File: config.mk
export PLATFORM = sky130hd
export DESIGN_NAME = vga_timing_gen
export DESIGN_NICKNAME = d
export VERILOG_FILES = /design/src/rtl/vga_timing_gen.sv
export SDC_FILE = /design/constraint.sdc
export NUM_CORES = 1
export LEC_CHECK = 0
export ABC_AREA = 1
export ABC_CLOCK_PERIOD_IN_PS = 2800
export BUFFER_PORTS_ARGS = -buffer_cell sky130_fd_sc_hd__buf_2
export CAP_MARGIN = 10
export CORE_MARGIN = 3
export CORE_UTILIZATION = 50
export DETAILED_ROUTE_END_ITERATION = 6
export PLACE_DENSITY = 0.76
export SLEW_MARGIN = 25
export SYNTH_ARGS = -nofsm -noshare
export SYNTH_HDL_FRONTEND = slang
export SYNTH_SLANG_ARGS = --single-unit
export TNS_END_PERCENT = 100
File: constraint.sdc
create_clock -name clk_i -period 2.8 [get_ports clk_i]
set_input_delay 0.56 -clock clk_i [delete_from_list [all_inputs] [get_ports clk_i]]
set_output_delay 0.56 -clock clk_i [all_outputs]
set_load 0.1 [all_outputs]
File: src/rtl/vga_timing_gen.sv
// rtl/vga_timing_gen.sv - parametrised raster timing generator (pixel enable, syncs, coordinates, strobes)
module vga_timing_gen #(
    parameter int H_ACTIVE = 640,
    parameter int H_FP     = 16,
    parameter int H_SYNC   = 96,
    parameter int H_BP     = 48,
    parameter int V_ACTIVE = 480,
    parameter int V_FP     = 10,
    parameter int V_SYNC   = 2,
    parameter int V_BP     = 33,
    parameter int HS_POL   = 0,
    parameter int VS_POL   = 0,
    parameter int CLK_DIV  = 2,
    parameter int CW       = 10
) (
    input  logic          clk_i,
    input  logic          reset_i,
    input  logic          run_i,
    output logic          pix_en_o,
    output logic          hsync_o,
    output logic          vsync_o,
    output logic          active_o,
    output logic          blank_n_o,
    output logic [CW-1:0] xaddr_o,
    output logic [CW-1:0] yaddr_o,
    output logic          line_start_o,
    output logic          frame_start_o,
    output logic [7:0]    frame_count_o
);

    localparam int H_TOTAL = H_ACTIVE + H_FP + H_SYNC + H_BP;
    localparam int V_TOTAL = V_ACTIVE + V_FP + V_SYNC + V_BP;

    // Divider needs at least one bit even when every clk is a pixel clk.
    localparam int DW = (CLK_DIV > 1) ? $clog2(CLK_DIV) : 1;

    localparam logic [DW-1:0] DIV_LAST = DW'(CLK_DIV - 1);
    localparam logic [DW-1:0] DIV_ONE  = DW'(1);

    localparam logic [CW-1:0] C_ONE    = CW'(1);
    localparam logic [CW-1:0] H_LAST   = CW'(H_TOTAL - 1);
    localparam logic [CW-1:0] V_LAST   = CW'(V_TOTAL - 1);
    localparam logic [CW-1:0] H_ACT    = CW'(H_ACTIVE);
    localparam logic [CW-1:0] V_ACT    = CW'(V_ACTIVE);
    // Sync windows expressed as [begin, end) so the end bound stays inside the line.
    localparam logic [CW-1:0] HS_BEG   = CW'(H_ACTIVE + H_FP);
    localparam logic [CW-1:0] HS_END   = CW'(H_ACTIVE + H_FP + H_SYNC);
    localparam logic [CW-1:0] VS_BEG   = CW'(V_ACTIVE + V_FP);
    localparam logic [CW-1:0] VS_END   = CW'(V_ACTIVE + V_FP + V_SYNC);

    localparam logic HS_ON = (HS_POL != 0);
    localparam logic VS_ON = (VS_POL != 0);

    logic [DW-1:0] div_q,         div_d;
    logic [CW-1:0] h_q,           h_d;
    logic [CW-1:0] v_q,           v_d;
    logic          pix_en_q,      pix_en_d;
    logic          hsync_q,       hsync_d;
    logic          vsync_q,       vsync_d;
    logic          active_q,      active_d;
    logic          line_start_q,  line_start_d;
    logic          frame_start_q, frame_start_d;
    logic [7:0]    frame_cnt_q,   frame_cnt_d;
    logic          step;

    // Next-state: advance divider/counters and decode every output from the next count.
    always_comb begin
        step          = 1'b0;
        div_d         = '0;
        h_d           = H_LAST;
        v_d           = V_LAST;
        pix_en_d      = 1'b0;
        hsync_d       = ~HS_ON;
        vsync_d       = ~VS_ON;
        active_d      = 1'b0;
        line_start_d  = 1'b0;
        frame_start_d = 1'b0;
        frame_cnt_d   = '0;
        if (run_i) begin
            step        = (div_q == DIV_LAST);
            div_d       = step ? '0 : (div_q + DIV_ONE);
            h_d         = h_q;
            v_d         = v_q;
            if (step) begin
                if (h_q == H_LAST) begin
                    h_d = '0;
                    v_d = (v_q == V_LAST) ? '0 : (v_q + C_ONE);
                end else begin
                    h_d = h_q + C_ONE;
                end
            end
            pix_en_d      = step;
            line_start_d  = step && (h_d == '0);
            frame_start_d = line_start_d && (v_d == '0);
            frame_cnt_d   = frame_cnt_q + {7'd0, frame_start_d};
            hsync_d       = ((h_d >= HS_BEG) && (h_d < HS_END)) ? HS_ON : ~HS_ON;
            vsync_d       = ((v_d >= VS_BEG) && (v_d < VS_END)) ? VS_ON : ~VS_ON;
            active_d      = (h_d < H_ACT) && (v_d < V_ACT);
        end
    end

    // State and output registers; run=0 lands in the same state as reset via the next-state defaults.
    always_ff @(posedge clk_i or posedge reset_i) begin
        if (reset_i) begin
            div_q         <= '0;
            h_q           <= H_LAST;
            v_q           <= V_LAST;
            pix_en_q      <= 1'b0;
            hsync_q       <= ~HS_ON;
            vsync_q       <= ~VS_ON;
            active_q      <= 1'b0;
            line_start_q  <= 1'b0;
            frame_start_q <= 1'b0;
            frame_cnt_q   <= '0;
        end else begin
            div_q         <= div_d;
            h_q           <= h_d;
            v_q           <= v_d;
            pix_en_q      <= pix_en_d;
            hsync_q       <= hsync_d;
            vsync_q       <= vsync_d;
            active_q      <= active_d;
            line_start_q  <= line_start_d;
            frame_start_q <= frame_start_d;
            frame_cnt_q   <= frame_cnt_d;
        end
    end

    assign pix_en_o      = pix_en_q;
    assign hsync_o       = hsync_q;
    assign vsync_o       = vsync_q;
    assign active_o      = active_q;
    assign blank_n_o     = active_q;
    assign xaddr_o       = h_q;
    assign yaddr_o       = v_q;
    assign line_start_o  = line_start_q;
    assign frame_start_o = frame_start_q;
    assign frame_count_o = frame_cnt_q;

endmodule
==> run_results.csv, run 1 <==
group,metric,value,unit
run_status,status,"finished, violations left",
run_status,violations,"negative setup slack",
finish,drive_gt1_frac,0.4504,
synth,synthTopCellsByCount,"nand2_1, nor2_1, inv_1, nand3_1, dfrtp_1",
cts,cts_root_buffer,"clkbuf_8",
critical_path,crit_fanout,4,
timing,max_freq,0.3456,GHz
timing,period_share,1.033,
route,via_count,2149,
die,design.core.area,3854,um2
global_route,grt_util_all_layers,0.2336,
cts,path_clk_slew,80,ps
placed_design,hpwl,3936,um
cts,cts_hold_buf,0,
die,die_w,70.90,um
placed_design,port_buffers,37,
critical_path,cp.required,2980,ps
route,avgViaCountPerCell,5.359,
route,final_antenna_net_count,0,
route,drc_errors,0,
synth,syn_inst,277,
critical_path,worst_r2r_path_depth,20,
critical_path,crit_arrival,3070,ps
critical_path,endpoint_kind,"register",
placed_design,placed_area,2570,um2
power,peakVddDrop,0.4025,mV
critical_path,ff2ff_setup_slack,-90,ps
synth,yosysTopAreaCellShare,0.2733,
cts,cts-htree-levels,2,
global_route,grt_overflow_total,0,
critical_path,rr_startpoint,"xaddr_o[1]$_DFF_PP1_",
timing,layout_setup_ws,-93.67,ps
finish,areaGrowthSynthToFinish,37.14,%
timing,max_slew_margin,0.6675,
die,fp-row-count,22,
synth,ys_ff_latch,35,
synth,yosys_most_used_dff,"dfrtp_1",
cts,clk_latency,290,ps
power,power-per-cell-area,595.9,nW/um2
cts,cts_buffers,5,
finish,fin_nets,360,
worst_hold_path,min_path_type,"in -> async",
cts,cts_tree,"done",
die,start_util,0.5464,
timing,setup_viol,4,
timing,tightestPinTransition,502.3,ps
critical_path,r2r-end,"frame_count_o[7]$_DFF_PP0_",
finish,antenna_cells,0,
route,routed_wl,5828,um
finish,final_area,2888,um2
global_route,grt_pass1_wl,9446,um
route,first_pass_iters,4,
timing,fin_skew,5.934,ps
critical_path,crit_type,"reg -> reg",
cts,max-clock-path-buffers,2,
timing,fin_crit,2894,ps
global_route,grt_start_max_net_pins,36,
synth,synth-edff-count,0,
synth,ys_seq_area_frac,0.4231,
timing,whs,359.0,ps
die,ios,38,
synth,yosysWarningCount,0,
timing,drv_slew,0,
critical_path,start_kind,"register",
route,drt_iter0_markers,207,
synth,syn_nets,285,
synth,synth_cell_types,33,
timing,final.setup.tns,-196.8,ps
timing,hold_viol_final,0,
synth,synth_area,2106,um2
timing,rsz0062_at_grt,"true",
synth,yosys.cell_count.top_type,"nand2_1",
die,die-area,5026,um2
power,power.static_leakage,0.001489,uW
placed_design,post-place-ws,-201.2,ps
synth,yosys.area.top_type,"dfrtp_1",
route,wl_per_cell,14.53,um
global_route,antenna_found_initial,0,
cts,clock-sinks,35,
die,die_h,70.90,um
run,drv_cap,0,
synth,synthTopCellsByArea,"dfrtp_1, dfstp_2, nand2_1",
synth,avgSynthCellArea,7.602,um2
placed_design,gp_congestion,0.9139,
global_route,grt_pass1_vias,2064,
synth,async_flop_share,1.000,
==> sequential cells by signal, summed over array words and instances, names as in the netlist <==
name	cells
xaddr_o	10
frame_start_o	1
vsync_o	1
div_q	1
line_start_o	1
pix_en_o	1
active_o	1
frame_count_o	8
hsync_o	1
yaddr_o	10
==> placed cells by master, fill, tap and decap left out, types with 8 or more instances in the layout <==
cell,netlist,final
nand3_2,6,14
buf_2,2,37
nor2_2,4,8
nand2_2,5,8
nor2_1,40,35
a21oi_1,12,10
nand3_1,27,19
buf_4,1,36
nand2_1,59,54
inv_1,39,38
dfrtp_1,23,18
==> worst max-delay path by stage <==
stage / endpoint / startpoint / slack (ps)
3_3_place_gp: frame_count_o[6]$_DFF_PP0_ / xaddr_o[0]$_DFF_PP1_ / -100
3_5_place_dp: frame_count_o[6]$_DFF_PP0_ / xaddr_o[1]$_DFF_PP1_ / -200
6_report: frame_count_o[7]$_DFF_PP0_ / xaddr_o[1]$_DFF_PP1_ / -90
2_1_floorplan: frame_count_o[6]$_DFF_PP0_ / xaddr_o[1]$_DFF_PP1_ / -160
5_1_grt: frame_count_o[7]$_DFF_PP0_ / xaddr_o[1]$_DFF_PP1_ / -290
4_1_cts: frame_count_o[6]$_DFF_PP0_ / xaddr_o[1]$_DFF_PP1_ / -120
==> kinds of logic (layout without fill, tap and decap cells) <==
logic type | count (synthesis) | in the layout | share of synthesized area
AND/OR/NAND/NOR | 162 | 162 | 0.3844
buffers and inverters | 47 | 123 | 0.08675
flip-flops | 35 | 35 | 0.4231
AO/OA/AOI/OAI | 27 | 27 | 0.07190
adder cells (fa/ha/maj) | 5 | 5 | 0.02971
XOR/XNOR | 1 | 1 | 0.004160
==> area by class of cell <==
class / count / area, um2
multi-input cells: 195 / 1201
fillers: 268 / 965.9
flip-flops and latches: 35 / 915.9
repair buffers: 74 / 466.7
inverters: 41 / 155.1
clock buffers: 5 / 68.82
well taps: 48 / 60.06
clock inverters: 3 / 20.02
==> where the power goes <==
| group | internal (uW) | switching, uW | leakage [uW] |
|---|---|---|---|
| Sequential | 556 | 39.0 | 0.000436 |
| Clock | 173 | 203 | 0.0000402 |
| Combinational | 237 | 513 | 0.00101 |
==> critical path, cell delays in order, from the launching register on <==
cell	delay [ps]
dfstp_4	640
ha_4	150
nand2_4	70
inv_1	70
nand3_2	100
nor2_4	200
nand2_4	90
nand2_2	100
nand3_1	90
nor2_1	100
nand3_1	120
nor2_1	120
nand2_1	90
inv_2	80
ha_4	140
nand3_2	90
nor2_2	150
nand3_2	90
nor2_2	130
buf_4	110
a21oi_1	50
==> per-layer routing <==
layer,part of all wire,track usage,up-vias
met1,0.43,0.3067,1015
met3,0.071,0.03125,14
li1,-,-,1032
met5,0,0,-
met2,0.48,0.3934,88
met4,0.019,0.08559,0
==> repair_timing <==
item / in CTS / in global routing
pin swaps: 11 / 11
setup endpoints to repair: 4 / 6
gates resized for setup: 17 / 19
setup buffers: 8 / 4
cloned: 0 / 0
==> through the flow <==
| stage | total power [uW] | util | std cells |
|---|---|---|---|
| 2_1_floorplan | 1090 | - | 277 |
| 3_5_place_dp | 1262 | 0.6669 | 382 |
| 3_3_place_gp | 1254 | 0.6669 | 382 |
| 4_1_cts | 1675 | 0.7195 | 397 |
| 6_report | 1721 | 0.7494 | 401 |
| 5_1_grt | 1797 | 0.7494 | 401 |
No activity file was read; power rests on OpenSTA's default activity.
==> run 2: changes to the inputs <==
BUFFER_PORTS_ARGS = unset   (was -buffer_cell sky130_fd_sc_hd__buf_2)
CORE_UTILIZATION = 55   (was 50)
DONT_BUFFER_PORTS = 1   (was unset)
PLACE_DENSITY = 0.73   (was 0.76)
==> run_results.csv, run 2 (synthesized netlist as in run 1, its figures left out) <==
group,metric,value,unit
power,seqPwrFrac,0.361,
timing,hold_viol_final,0,
cts,cts_root_buffer,"clkbuf_8",
finish,fin_nets,353,
power,power.static_leakage,0.001458,uW
finish,fillCellCount,212,
critical_path,cp.required,2960,ps
global_route,grt_util_all_layers,0.2931,
run_status,status,"finished, violations left",
global_route,grt_start_max_net_pins,36,
timing,period_share,1.044,
global_route,grt_pass1_wl,9991,um
power,p_sw,729.0,uW
global_route,grt_overflow_total,0,
placed_design,post-place-ws,-134.4,ps
finish,layout_commonest_cell,"buf_4",
cts,cts_buffers,5,
route,final_antenna_net_count,0,
finish,drive_gt1_frac,0.4393,
timing,max_slew_margin,0.3463,
power,p_int,960.4,uW
timing,rsz0062_at_grt,"true",
critical_path,endpoint_kind,"register",
route,via_count,2137,
route,routed_wl,6050,um
route,drc_errors,0,
placed_design,port_buffers,0,
route,first_pass_iters,4,
critical_path,crit_start,"xaddr_o[0]$_DFF_PP1_",
placed_design,hpwl,3932,um
timing,fin_crit,2923,ps
die,die_h,67.88,um
die,die_w,67.88,um
worst_hold_path,min_path_type,"in -> async",
placed_design,gp_congestion,0.9082,
cts,cts-htree-levels,2,
critical_path,rr_startpoint,"xaddr_o[0]$_DFF_PP1_",
die,die-area,4607,um2
power,peakVddDrop,0.4288,mV
timing,fin_skew,9.356,ps
power,clkPwrFrac,0.211,
finish,multi_input_area,1207,um2
finish,areaGrowthSynthToFinish,39.27,%
critical_path,crit_arrival,3090,ps
critical_path,start_kind,"register",
finish,mostFrequentLayoutCells,"buf_4, nand2_1, inv_1",
critical_path,crit_type,"reg -> reg",
die,fp-row-count,21,
power,power-per-cell-area,576.0,nW/um2
cts,clk_latency,290,ps
cts,max-clock-path-buffers,2,
route,drt_iter0_markers,174,
timing,max_freq,0.3421,GHz
cts,clock-sinks,35,
run,drv_cap,0,
die,design.core.area,3521,um2
die,ios,38,
global_route,grt_pass1_vias,2248,
finish,final_area,2933,um2
power,p_total,1689,uW
power,swShare,0.4315,
cts,cts_tree,"done",
finish,seq_area,917.1,um2
critical_path,crit_fanout,7,
route,avgViaCountPerCell,5.452,
timing,tightestPinTransition,980.6,ps
power,share_comb_of_total_power,0.428,
run_status,violations,"negative setup slack",
timing,setup_viol,3,
placed_design,placed_area,2571,um2
timing,layout_setup_ws,-123.4,ps
die,start_util,0.5981,
global_route,antenna_found_initial,0,
cts,path_clk_slew,80,ps
finish,antenna_cells,0,
cts,cts_hold_buf,0,
route,wl_per_cell,15.43,um
timing,whs,257.9,ps
timing,drv_slew,0,
run 2: cell count changes in the layout (fill, tap and decap cells not counted), sizes merged:
cell / change
buf: -7
clkinvlp: -2
clkbuf: +2
run 2: area by class of cell:
cell class | count | share of cell area
well taps | 46 | 0.01962
repair buffers | 67 | 0.1753
clock inverters | 1 | 0.001706
clock buffers | 7 | 0.02602
flip-flops and latches | 35 | 0.3127
inverters | 41 | 0.05290
multi-input cells | 195 | 0.4117
run 2: critical path, stage by stage, from the launching register on:
cell and delay (ps):
dfstp_4 630, ha_4 140, nand2_4 60, nor2_4 130, buf_6 120, nand4_4 160
nand2_2 120, nand2_1 70, nor2_1 180, nand3_2 100, nor3_2 130, nand2_1 100
inv_2 80, ha_4 150, ha_4 130, nand2_2 50, nor3_2 150, nand2_1 90
o21ai_1 160, a21oi_1 50
run 2: repair_timing:
item | 4_1_cts | 5_1_grt
endpoints found under the setup margin | 2 | 8
pin swaps | 15 | 16
gates resized for setup | 20 | 23
setup buffers | 17 | 4
endpoints found under the hold margin | 0 | 0
cloned | 0 | 0
run 2: routing by layer:
layer,track usage,wire length [um],vias up
met5,0,0,-
met4,0.1588,201,0
met3,0.08210,400,27
met2,0.4508,2955,85
met1,0.3733,2493,1009
li1,-,-,1016
run 2: stage by stage:
| step | TNS [ps] | util | cells |
|---|---|---|---|
| after detailed placement | -255.0 | 0.7303 | 368 |
| after global routing | -1264 | 0.8330 | 392 |
| after global placement | -120.8 | 0.7303 | 368 |
| after CTS | -299.6 | 0.8117 | 393 |
| final | -218.4 | 0.8330 | 392 |
| after floorplan | -321.8 | - | 277 |
run 2: power groups by stage:
stage | logic (uW) | registers [uW] | clock network [uW]
after global placement | 633 | 616 | 0
after CTS | 678 | 608 | 363
final | 724 | 610 | 356
after global routing | 777 | 615 | 387
after detailed placement | 645 | 617 | 0
after floorplan | 288 | 802 | 0
run 2: final timing paths:
path | endpoint | slack (ps) | cells after the start
setup / recovery | frame_count_o[6]$_DFF_PP0_ | -120 | 19
hold / removal | frame_start_o$_DFF_PP0_ | 260 | 2
setup reg to reg | frame_count_o[6]$_DFF_PP0_ | -120 | 19
hold reg to reg | frame_count_o[0]$_DFF_PP0_ | 640 | 3
max in group asynchronous | yaddr_o[9]$_DFF_PP1_ | 2200 | 2
min in group clk_i | yaddr_o[3]$_DFF_PP1_ | 310 | 1
